[src/rtl/bypass_rf_commit_seq.sv]
// In-order commit sequencer for the bypass RF write queue: tracks allocated names,
// collects out-of-order completions and frees entries strictly in allocation order.
module bypass_rf_commit_seq #(
    parameter int name_width = 2
) (
    input  logic                  CLK,
    input  logic                  RST_N,
    input  logic                  ALLOC_FIRE,
    input  logic [name_width-1:0] ALLOC_NAME,
    input  logic                  DONE_E,
    input  logic [name_width-1:0] DONE_NAME,
    output logic                  DONE_READY,
    output logic [name_width-1:0] W_F,
    output logic                  WFE,
    input  logic                  F_READY,
    input  logic                  DRAIN_REQ,
    output logic                  DRAIN_DONE,
    output logic                  ALLOC_HOLD,
    output logic [name_width:0]   COUNT,
    output logic                  EMPTY,
    output logic                  FULL,
    output logic                  ERR
);
    localparam int numNames = 2 ** name_width;
    localparam logic [name_width:0] FULL_CNT = (name_width + 1)'(numNames);

    typedef enum logic [1:0] {S_IDLE, S_DRAIN, S_FIN} state_e;

    state_e                state_q;
    logic [numNames-1:0]   pending_q, pending_d;
    logic [numNames-1:0]   done_q, done_d;
    logic [name_width-1:0] alloc_ptr_q, alloc_ptr_d;
    logic [name_width-1:0] cmt_ptr_q, cmt_ptr_d;
    logic [name_width:0]   count_q, count_d;
    logic                  err_q, err_d;
    logic                  commit;

    assign DONE_READY = pending_q[DONE_NAME] && !done_q[DONE_NAME];
    assign W_F        = cmt_ptr_q;
    assign WFE        = pending_q[cmt_ptr_q] && done_q[cmt_ptr_q];
    assign commit     = WFE && F_READY;
    assign COUNT      = count_q;
    assign EMPTY      = (count_q == '0);
    assign FULL       = (count_q == FULL_CNT);
    assign ALLOC_HOLD = FULL || (state_q != S_IDLE);
    assign DRAIN_DONE = (state_q == S_FIN);
    assign ERR        = err_q;

    always_comb begin
        pending_d   = pending_q;
        done_d      = done_q;
        alloc_ptr_d = alloc_ptr_q;
        cmt_ptr_d   = cmt_ptr_q;
        count_d     = count_q;
        err_d       = err_q;

        if (commit) begin
            pending_d[cmt_ptr_q] = 1'b0;
            done_d[cmt_ptr_q]    = 1'b0;
            cmt_ptr_d            = cmt_ptr_q + name_width'(1);
        end

        // A done on the entry being committed sees DONE_READY=0 and lands here as an error.
        if (DONE_E) begin
            if (DONE_READY) done_d[DONE_NAME] = 1'b1;
            else            err_d = 1'b1;
        end

        // Allocation is applied last so it wins over a same-name commit.
        if (ALLOC_FIRE) begin
            pending_d[ALLOC_NAME] = 1'b1;
            done_d[ALLOC_NAME]    = 1'b0;
            alloc_ptr_d           = alloc_ptr_q + name_width'(1);
            if (ALLOC_NAME != alloc_ptr_q || pending_q[ALLOC_NAME] ||
                state_q == S_DRAIN || FULL)
                err_d = 1'b1;
        end

        if (ALLOC_FIRE && !commit) begin
            if (count_q == FULL_CNT) err_d = 1'b1;
            else                     count_d = count_q + 1'b1;
        end else if (!ALLOC_FIRE && commit) begin
            if (count_q == '0) err_d = 1'b1;
            else               count_d = count_q - 1'b1;
        end
    end

    always_ff @(posedge CLK or negedge RST_N) begin
        if (!RST_N) begin
            state_q     <= S_IDLE;
            pending_q   <= '0;
            done_q      <= '0;
            alloc_ptr_q <= '0;
            cmt_ptr_q   <= '0;
            count_q     <= '0;
            err_q       <= 1'b0;
        end else begin
            pending_q   <= pending_d;
            done_q      <= done_d;
            alloc_ptr_q <= alloc_ptr_d;
            cmt_ptr_q   <= cmt_ptr_d;
            count_q     <= count_d;
            err_q       <= err_d;
            case (state_q)
                S_IDLE:  if (DRAIN_REQ) state_q <= S_DRAIN;
                S_DRAIN: if (count_q == '0 && !ALLOC_FIRE) state_q <= S_FIN;
                S_FIN:   state_q <= DRAIN_REQ ? S_DRAIN : S_IDLE;
                default: state_q <= S_IDLE;
            endcase
        end
    end
endmodule

[config.mk]
export PLATFORM = sky130hd
export DESIGN_NAME = bypass_rf_commit_seq
export DESIGN_NICKNAME = d
export VERILOG_FILES = /design/src/rtl/bypass_rf_commit_seq.sv
export SDC_FILE = /design/constraint.sdc
export NUM_CORES = 1
export LEC_CHECK = 0
export ABC_CLOCK_PERIOD_IN_PS = 2850
export CAP_MARGIN = 20
export CORE_ASPECT_RATIO = 0.7
export CORE_MARGIN = 2
export CORE_UTILIZATION = 49
export DETAILED_ROUTE_END_ITERATION = 10
export PLACE_DENSITY = 0.87
export SLEW_MARGIN = 20
export SYNTH_ARGS = -nofsm -noshare
export SYNTH_HDL_FRONTEND = slang
export SYNTH_SLANG_ARGS = --single-unit
[constraint.sdc]
create_clock -name CLK -period 2.85 [get_ports CLK]
set_input_delay 0.57 -clock CLK [delete_from_list [all_inputs] [get_ports CLK]]
set_output_delay 0.57 -clock CLK [all_outputs]
set_load 0.01 [all_outputs]
==> impl_metrics.tcl <==
set metrics [dict create \
    ys_warn_count 0 \
    start_util_pct 52.0 \
    final_layout_size_suffix_gt1_share_pct 7.84 \
    crit_fanout 10 \
    worst_path_largest_cell_delay_ns 0.64 \
    period_share_pct 96.9 \
    final_cells 185 \
    slowest_stage "mux4_2" \
    dieArea_mm2 0.00271 \
    critical_path.top_delay_family "buffers and inverters" \
    grt_max_degree 19 \
    multi_input_area_um2 634 \
    fin_setup_tns_ns 0 \
    clock_latency_ns 0.31 \
    finalNetCount 171 \
    power_density_mw_per_mm2 1000 \
    netlist_area_mm2 0.00113 \
    final_hold_viol_count 0 \
    grtUsageTotal_pct 21.1 \
    fin_crit_ns 2.76 \
    report.final.slew_viol_count 0 \
    combPwrFrac_pct 51.7 \
    dp_cells 181 \
    path_cells "inv_2 -> mux4_2 -> inv_1 -> clkdlybuf4s50_1" \
    pre_cts_slack_ns 0.113 \
    gp_congestion 0.858 \
    cts_tree "yes" \
    synth_area_per_cell_um2 8.68 \
    p_int_uw 825 \
    syn-instance-count 130 \
    final-seq-area_um2 450 \
    clock-sinks 18 \
    root_buffer "clkbuf_4" \
    clk_path_buf_depth 2 \
    cts_buffers 3 \
    worst_ep_required_time_ns 2.28 \
    die_y_um 44.2 \
    finalWirelength_um 2580 \
    ys_types 35 \
    yosysSeqAreaShare_pct 39.9 \
    grt-ovfl-total 0 \
    ys_ff_latch 18 \
    area_growth_pct 26.2 \
    slew_headroom_pct 44.7 \
    cts.clk_slew.worst_paths_ns 0.11 \
    worstMarginPinSlew_ns 0.828 \
    worst_setup_path_end_kind "output port" \
    switching_share_pct 42.1 \
    syn-num-nets 147 \
    wl_per_cell_um 13.9 \
    grt_pass1_vias 897 \
    setup_violations 0 \
    worst-setup-path-type "reg2out" \
    drt-pass1-iter-count 4 \
    antenna_left 0 \
    cts.hold.buffers_added 0 \
    irDropWorstVdd_mv 0.534 \
    status "finished, final reports clean" \
    io_buffers 21 \
    via_count 999 \
    finalPower_mw 1.43 \
    crit_buf_inv 3 \
    cp-start-kind "flop" \
    dpl.hpwl_um 1980 \
    core_mm2 0.00217 \
    diodes 0 \
    maxClockFrequency_mhz 362 \
    grt_pass1_wl_um 4130 \
    drt_iter0_drc 53 \
    rsz0062_at_grt "false" \
    setup_slack_ns 0.0870 \
    pwr-share-clk_pct 11.6 \
    worst_hold_slack_ns 0.516 \
    drc 0 \
    seq_power_share_pct 36.7 \
    finClkSkew_ns 0.00360 \
    die_w_um 61.4 \
    io_pins 22 \
    vias_per_cell 5.40 \
    antenna_found_initial 0 \
    htree_levels 1 \
    fill_cells 196 \
    hold_class "reg2reg" \
    num_rows 14 \
    arrival_ns 2.19 \
    power_switching_uw 600 \
    power.static_leakage_nw 0.603 \
    drv_cap 0 \
]
## worst register-to-register path: stages, from the launching register on
cell	delay [ns]
dfrtp_1	0.50
inv_2	0.13
mux4_2	0.64
nor2b_4	0.17
inv_1	0.05
ha_1	0.19
inv_1	0.07
fa_1	0.23
o211ai_1	0.11
o21a_1	0.12
o21ai_0	0.17
o31ai_1	0.11
## what timing repair did
| item | in CTS | in global routing |
|---|---|---|
| gates resized for setup | 0 | 1 |
| setup endpoints to repair | 0 | 1 |
| setup buffers | 0 | 0 |
## power by group through the flow
| stage | sequential (mW) | combinational [mW] | clock, mW |
|---|---|---|---|
| after floorplan | 0.495 | 0.467 | 0 |
| after global placement | 0.520 | 0.704 | 0 |
| after detailed placement | 0.525 | 0.732 | 0 |
| after CTS | 0.519 | 0.737 | 0.165 |
| after global routing | 0.547 | 0.823 | 0.174 |
| final | 0.523 | 0.737 | 0.165 |
## stage by stage
stage	util, %	area, µm²
after global routing	65.6	1420
after global placement	63.7	1380
after CTS	65.3	1420
after floorplan	-	1130
after detailed placement	63.7	1380
final	65.6	1420
## cells by family after synthesis
kind of cell / count (synthesis) / share of synthesized area [%]
AOI/OAI and AO/OA: 33 / 17.4
xor gates and xnor gates: 4 / 3.10
DFF: 18 / 39.9
adders and majority gates: 7 / 8.43
buffers and inverters: 13 / 4.32
and+or+nand+nor: 52 / 23.0
muxes: 3 / 3.88
## cell type report
| type | instances | share of cell area (%) |
|---|---|---|
| multi-input cells | 99 | 44.6 |
| flip-flops and latches | 18 | 31.6 |
| repair buffers | 24 | 16.3 |
| well taps | 32 | 2.81 |
| clock buffers | 4 | 2.55 |
| inverters | 8 | 2.11 |
## routing by layer
layer	routed length, µm	part of all wire, %	global-route usage (%)	up-vias
li1	-	-	-	494
met1	1230	48	29.5	479
met2	1180	46	31.9	22
met3	116	4.5	5.26	4
met4	46	1.8	7.66	0
met5	0	0	0	-
## sequential cells by signal (all words and copies together), names as in the netlist
register / cells
W_F: 2
state_q: 2
done_q: 4
COUNT: 3
alloc_ptr_q: 2
pending_q: 4
ERR: 1
## synth_stat cells
cell type | instances | area [µm²]
nand3_1 | 6 | 30.0
a22o_1 | 1 | 8.76
nor2_1 | 8 | 30.0
o22a_1 | 1 | 8.76
nor3b_1 | 2 | 15.0
nor3_1 | 4 | 20.0
o31ai_1 | 2 | 15.0
o22ai_1 | 1 | 6.26
xnor2_1 | 2 | 17.5
nor2b_4 | 1 | 13.8
nand2b_1 | 3 | 18.8
nand3b_1 | 1 | 7.51
clkbuf_1 | 5 | 18.8
inv_1 | 7 | 26.3
a21oi_1 | 6 | 30.0
nor4_1 | 1 | 6.26
o211ai_1 | 2 | 15.0
o21ai_0 | 15 | 75.1
a31oi_1 | 1 | 6.26
a2bb2oi_1 | 1 | 8.76
ha_1 | 6 | 75.1
mux4_2 | 1 | 22.5
fa_1 | 1 | 20.0
o21a_1 | 1 | 7.51
and3b_1 | 2 | 17.5
a21boi_1 | 2 | 15.0
nand2_1 | 20 | 75.1
and2_1 | 1 | 6.26
mux2_2 | 1 | 11.3
xor2_1 | 2 | 17.5
nor2b_1 | 2 | 12.5
dfrtp_1 | 18 | 450
mux2i_1 | 1 | 10.0
or3_1 | 1 | 6.26
inv_2 | 1 | 3.75
## path summary, 6_finish.rpt
| path | slack (ns) | start | cells after the start | endpoint |
|---|---|---|---|---|
| min reg2reg | 0.52 | state_q[0] | 1 | state_q[0] |
| min | 0.52 | state_q[0] | 1 | state_q[0] |
| max in group asynchronous | 1.62 | RST_N | 1 | alloc_ptr_q[0] |
| min in group asynchronous | 0.73 | RST_N | 1 | pending_q[3] |
| max reg2reg | 0.26 | W_F[1] | 11 | COUNT[2] |
| max | 0.09 | W_F[1] | 4 | WFE |
## cells in the final DEF, fill, tap and decap left out, types with 3 or more instances in the layout
cell type        netlist  routed
a21oi_1                6       6
buf_4                  0       3
clkbuf_4               0       3
clkdlybuf4s50_1        0      21
dfrtp_1               18      18
ha_1                   6       6
inv_1                  7       7
nand2_1               20      20
nand2b_1               3       3
nand3_1                6       6
nor2_1                 8       8
nor3_1                 4       4
o21ai_0               15      15
No activity file was read; power rests on OpenSTA's default activity.
==> edit 1, RTL diff (same settings) <==
Set the parameter `name_width` to 3 (it was 2).
--- a/src/rtl/bypass_rf_commit_seq.sv
+++ b/src/rtl/bypass_rf_commit_seq.sv
@@ -3,3 +3,3 @@
 module bypass_rf_commit_seq #(
-    parameter int name_width = 2
+    parameter int name_width = 3
 ) (
Interface: changed (resized ALLOC_NAME, COUNT, DONE_NAME and W_F); port bits go from 22 to 26. No check against the original RTL was run, so the function may have changed too.
==> edit 1 against the unedited design <==
Largest power group unchanged; routed wire length up 120%; utilization up 4.0 points; total power up 110%; sequential power up 60%; clock skew up 2.2 ps; synthesized cell count up 60%; synthesized area up 77%; worst setup slack worse by 82 ps; sequential cell count up 11; hold slack worse by 19 ps; cell area up 92%; global-route usage up 4.2 points; register-to-register slack worse by 260 ps.
==> edit 1: results (changes against the unedited design) <==
| Metric | Value |
|---|---|
| Worst R2R Path Depth | `10 (was 11)` |
| Largest net degree at the start of global routing | `30 (was 19)` |
| Maximum vdd ir drop | `0.000614 V (was 0.000534 V)` |
| Setup CP Type | `register to register (was register to output port)` |
| Worst R2R End | `COUNT[3]$_DFFE_PN0P_ (was COUNT[2]$_DFFE_PN0P_)` |
| GRT Total Usage | `25.3% (was 21.1%)` |
| Reg2Reg Setup Slack | `5 ps (was 260 ps)` |
| Wire per inst | `17.9 microns (was 13.9 microns)` |
| Drt pass-1 iters | `5 (was 4)` |
| Max incr delay on CP | `520 ps (was 640 ps)` |
| Clock skew | `5.76 ps (was 3.60 ps)` |
| Crit-path max FO | `4 (was 10)` |
| Total Nets Final | `283 (was 171)` |
| CTS Buf Count | `5 (was 3)` |
| P_leak | `1.13 nW (was 0.603 nW)` |
| Dpl hpwl | `3830 microns (was 1980 microns)` |
| # fillers | `279 (was 196)` |
| Status | `completed (unchanged)` |
| Placed Area | `2520 sq um (was 1380 sq um)` |
| Largest cells by area after synthesis | `dfrtp_1 (36%), mux4_2 (5.6%), ha_1 (4.4%), mux2_2 (3.4%), nand3_1 (3.3%) (was dfrtp_1 (40%), ha_1 (6.7%), nand2_1 (6.7%), o21ai_0 (6.7%), a21oi_1 (2.7%))` |
| Ratio of cells with drive above 1 in the final layout | `30.2% (was 7.84%)` |
| Syn Area/Cell | `9.58 sq um (was 8.68 sq um)` |
| Root buffer cell | `clkbuf_8 (was clkbuf_4)` |
| Post-synthesis sequential area ratio | `36.4% (was 39.9%)` |
| Vias | `1885 (was 999)` |
| Clk_lat worst skew | `290 ps (was 310 ps)` |
| H-tree levels | `2 (was 1)` |
| PortBufs | `25 (was 21)` |
| DR iter-0 viols | `243 (was 53)` |
| Top cells by count, synth | `dfrtp_1 (29), nand2_1 (14), inv_1 (13), nand3_1 (13) (was nand2_1 (20), dfrtp_1 (18), o21ai_0 (15))` |
| Number of global-route vias before repair | `1763 (was 897)` |
| Gpl congestion | `0.902 (was 0.858)` |
-- edit 1: stage by stage --
step | hold slack (ps) | setup slack, ps | power (mW)
detailed placement | 486 | -337 | 2.37
CTS | 497 | 2.63 | 2.84
global placement | 480 | -311 | 2.31
global route | 536 | -73.8 | 3.18
floorplan | 274 | 0.583 | 1.67
finish | 497 | 4.65 | 2.98
-- edit 1: worst min path at each step --
stage | from | end | cells past startpoint
2_1_floorplan | RST_N | COUNT[0]$_DFFE_PN0P_ | 0
3_3_place_gp | alloc_ptr_q[2]$_DFFE_PN0P_ | alloc_ptr_q[2]$_DFFE_PN0P_ | 1
3_5_place_dp | alloc_ptr_q[2]$_DFFE_PN0P_ | alloc_ptr_q[2]$_DFFE_PN0P_ | 1
4_1_cts | alloc_ptr_q[2]$_DFFE_PN0P_ | alloc_ptr_q[2]$_DFFE_PN0P_ | 1
5_1_grt | state_q[0]$_DFFE_PN0P_ | state_q[0]$_DFFE_PN0P_ | 1
6_report | alloc_ptr_q[2]$_DFFE_PN0P_ | alloc_ptr_q[2]$_DFFE_PN0P_ | 1
-- edit 1: cell families after synthesis --
kind of cell | count (synthesis) | synth area share, %
xor+xnor | 9 | 3.95
fa+ha+maj | 7 | 4.39
simple gates | 80 | 23.4
buf+inv | 24 | 4.77
compound gates | 42 | 14.9
mux | 17 | 12.2
flops | 29 | 36.4
-- edit 1: what timing repair did --
item / 4_1_cts / 5_1_grt
pin swaps: 6 / 9
gates resized for setup: 15 / 12
setup endpoints to repair: 3 / 5
cloned: 0 / 0
setup buffers: 6 / 0
-- edit 1: power by group --
group	internal (mW)	switching (mW)	leakage [nW]
Clock	0.173	0.152	0.0395
Sequential	0.599	0.239	0.330
Combinational	1.01	0.814	0.759
-- edit 1: routing by layer --
| layer | global-route usage, % | part of all wire, % | vias up |
|---|---|---|---|
| li1 | - | - | 866 |
| met1 | 36.9 | 44 | 922 |
| met2 | 37.1 | 47 | 87 |
| met3 | 6.65 | 7.9 | 10 |
| met4 | 8.23 | 1.5 | 0 |
| met5 | 0 | 0 | - |
-- edit 1: final cells by class --
type                            instances  area, sq um  share of cell area, %
Clock buffer                            8         80.1                   2.93
Inverter                               13         48.8                   1.79
Multi-Input combinational cell        155         1270                   46.5
Sequential cell                        29          727                   26.6
Tap cell                               52         65.1                   2.38
Timing Repair Buffer                   60          538                   19.7
==> edit 2, RTL diff (same flow settings) <==
Without the edit above. Take the reset off `pending_q` and load it in a clocked block of its own.
--- a/src/rtl/bypass_rf_commit_seq.sv
+++ b/src/rtl/bypass_rf_commit_seq.sv
@@ -90,3 +90,2 @@
             state_q     <= S_IDLE;
-            pending_q   <= '0;
             done_q      <= '0;
@@ -97,3 +96,2 @@
         end else begin
-            pending_q   <= pending_d;
             done_q      <= done_d;
@@ -111,2 +109,6 @@
     end
+
+    always_ff @(posedge CLK) begin
+        pending_q <= pending_d;
+    end
 endmodule
Formal check against the unedited RTL: not equivalent (Yosys sat finds a counterexample within 4 cycles, from zero or initial values and one cycle with RST_N low).
==> edit 2 against the unedited design <==
Synthesized area fell by 2.2%; sequential cell count stayed put; total power decreased by 2.6%; critical path depth did not move; cell area is 3.3% lower; first-iteration DRC count rose by 83%; largest cell class unchanged; routed wire length up 0.70%; worst setup slack better by 15 ps.
==> edit 2: results (changes against the unedited design) <==
| Metric | Value |
|---|---|
| Reg2Reg Setup Slack | `230 ps (was 260 ps)` |
| Clock skew | `1.32 ps (was 3.60 ps)` |
| Synth Area in Compound Gates | `16.9% (was 17.4%)` |
| DR iter-0 viols | `97 (was 53)` |
| Status | `completed (unchanged)` |
| Clk pwr | `0.131 mW (was 0.165 mW)` |
| Gpl congestion | `0.870 (was 0.858)` |
| Number of global-route vias before repair | `967 (was 897)` |
| Clock buffer depth | `2 (unchanged)` |
| Sw Pwr | `0.598 mW (was 0.600 mW)` |
| GRT Total Usage | `22.3% (was 21.1%)` |
| Flop pwr share | `37.6% (was 36.7%)` |
| Clk_lat worst skew | `310 ps (about the same)` |
| P_leak | `0.588 nW (was 0.603 nW)` |
| Drt total wl | `2600 microns (was 2580 microns)` |
| First-pass GRT wire length | `4400 microns (was 4130 microns)` |
| Dpl hpwl | `1990 microns (was 1980 microns)` |
| Count of cell types in the netlist | `36 (was 35)` |
| Largest net degree at the start of global routing | `15 (was 19)` |
| Maximum vdd ir drop | `0.000498 V (was 0.000534 V)` |
| Initial antenna violation count | `0 (unchanged)` |
| Rel. slew slack | `56.2% (was 44.7%)` |
| Post-synth ARST share | `77.8% (was 100%)` |
| Post-synthesis sequential area ratio | `39.0% (was 39.9%)` |
| Vias | `1027 (was 999)` |
| Min-delay src | `alloc_ptr_q[1]$_DFFE_PN0P_ (was state_q[0]$_DFFE_PN0P_)` |
| Hold Path End | `alloc_ptr_q[1]$_DFFE_PN0P_ (was state_q[0]$_DFFE_PN0P_)` |
| Ratio of cells with drive above 1 in the final layout | `6.58% (was 7.84%)` |
| Post-synthesis mux area share | `3.97% (was 3.88%)` |
| Xor and xnor area share after synthesis | `3.17% (was 3.10%)` |
edit 2: worst reg2reg max path: stages, from the launching register on:
cell and delay [ps]:
dfrtp_1 490, inv_2 130, mux4_2 630, nor2b_4 180, inv_1 60, ha_1 250
inv_1 100, fa_1 180, and2_1 150, a21oi_1 70, o21ai_0 170, o31ai_1 100
edit 2: cell type report:
class,instances,area [sq um]
multi-input combinational,100,628
tap,32,40.0
sequential,18,430
fill,181,761
timing repair buffer,23,225
clock buffer,3,22.5
inverter,8,30.0
edit 2: stage by stage:
stage               hold WS, ps  instances  setup WS (ps)  utilization, %  cell area [sq um]
floorplan                   274        130            492               -               1100
global placement            477        181            138            63.3               1350
detailed placement          493        181            126            63.3               1350
CTS                         518        184           85.9            64.4               1380
global route                540        184           2.63            64.4               1380
finish                      509        184            102            64.4               1380
edit 2: routing by layer:
metal	GRT usage, %	up-vias	routed length (microns)
li1	-	489	-
met3	5.07	9	169
met2	34.0	41	1250
met1	31.0	488	1120
met5	0	-	0
met4	8.26	0	52
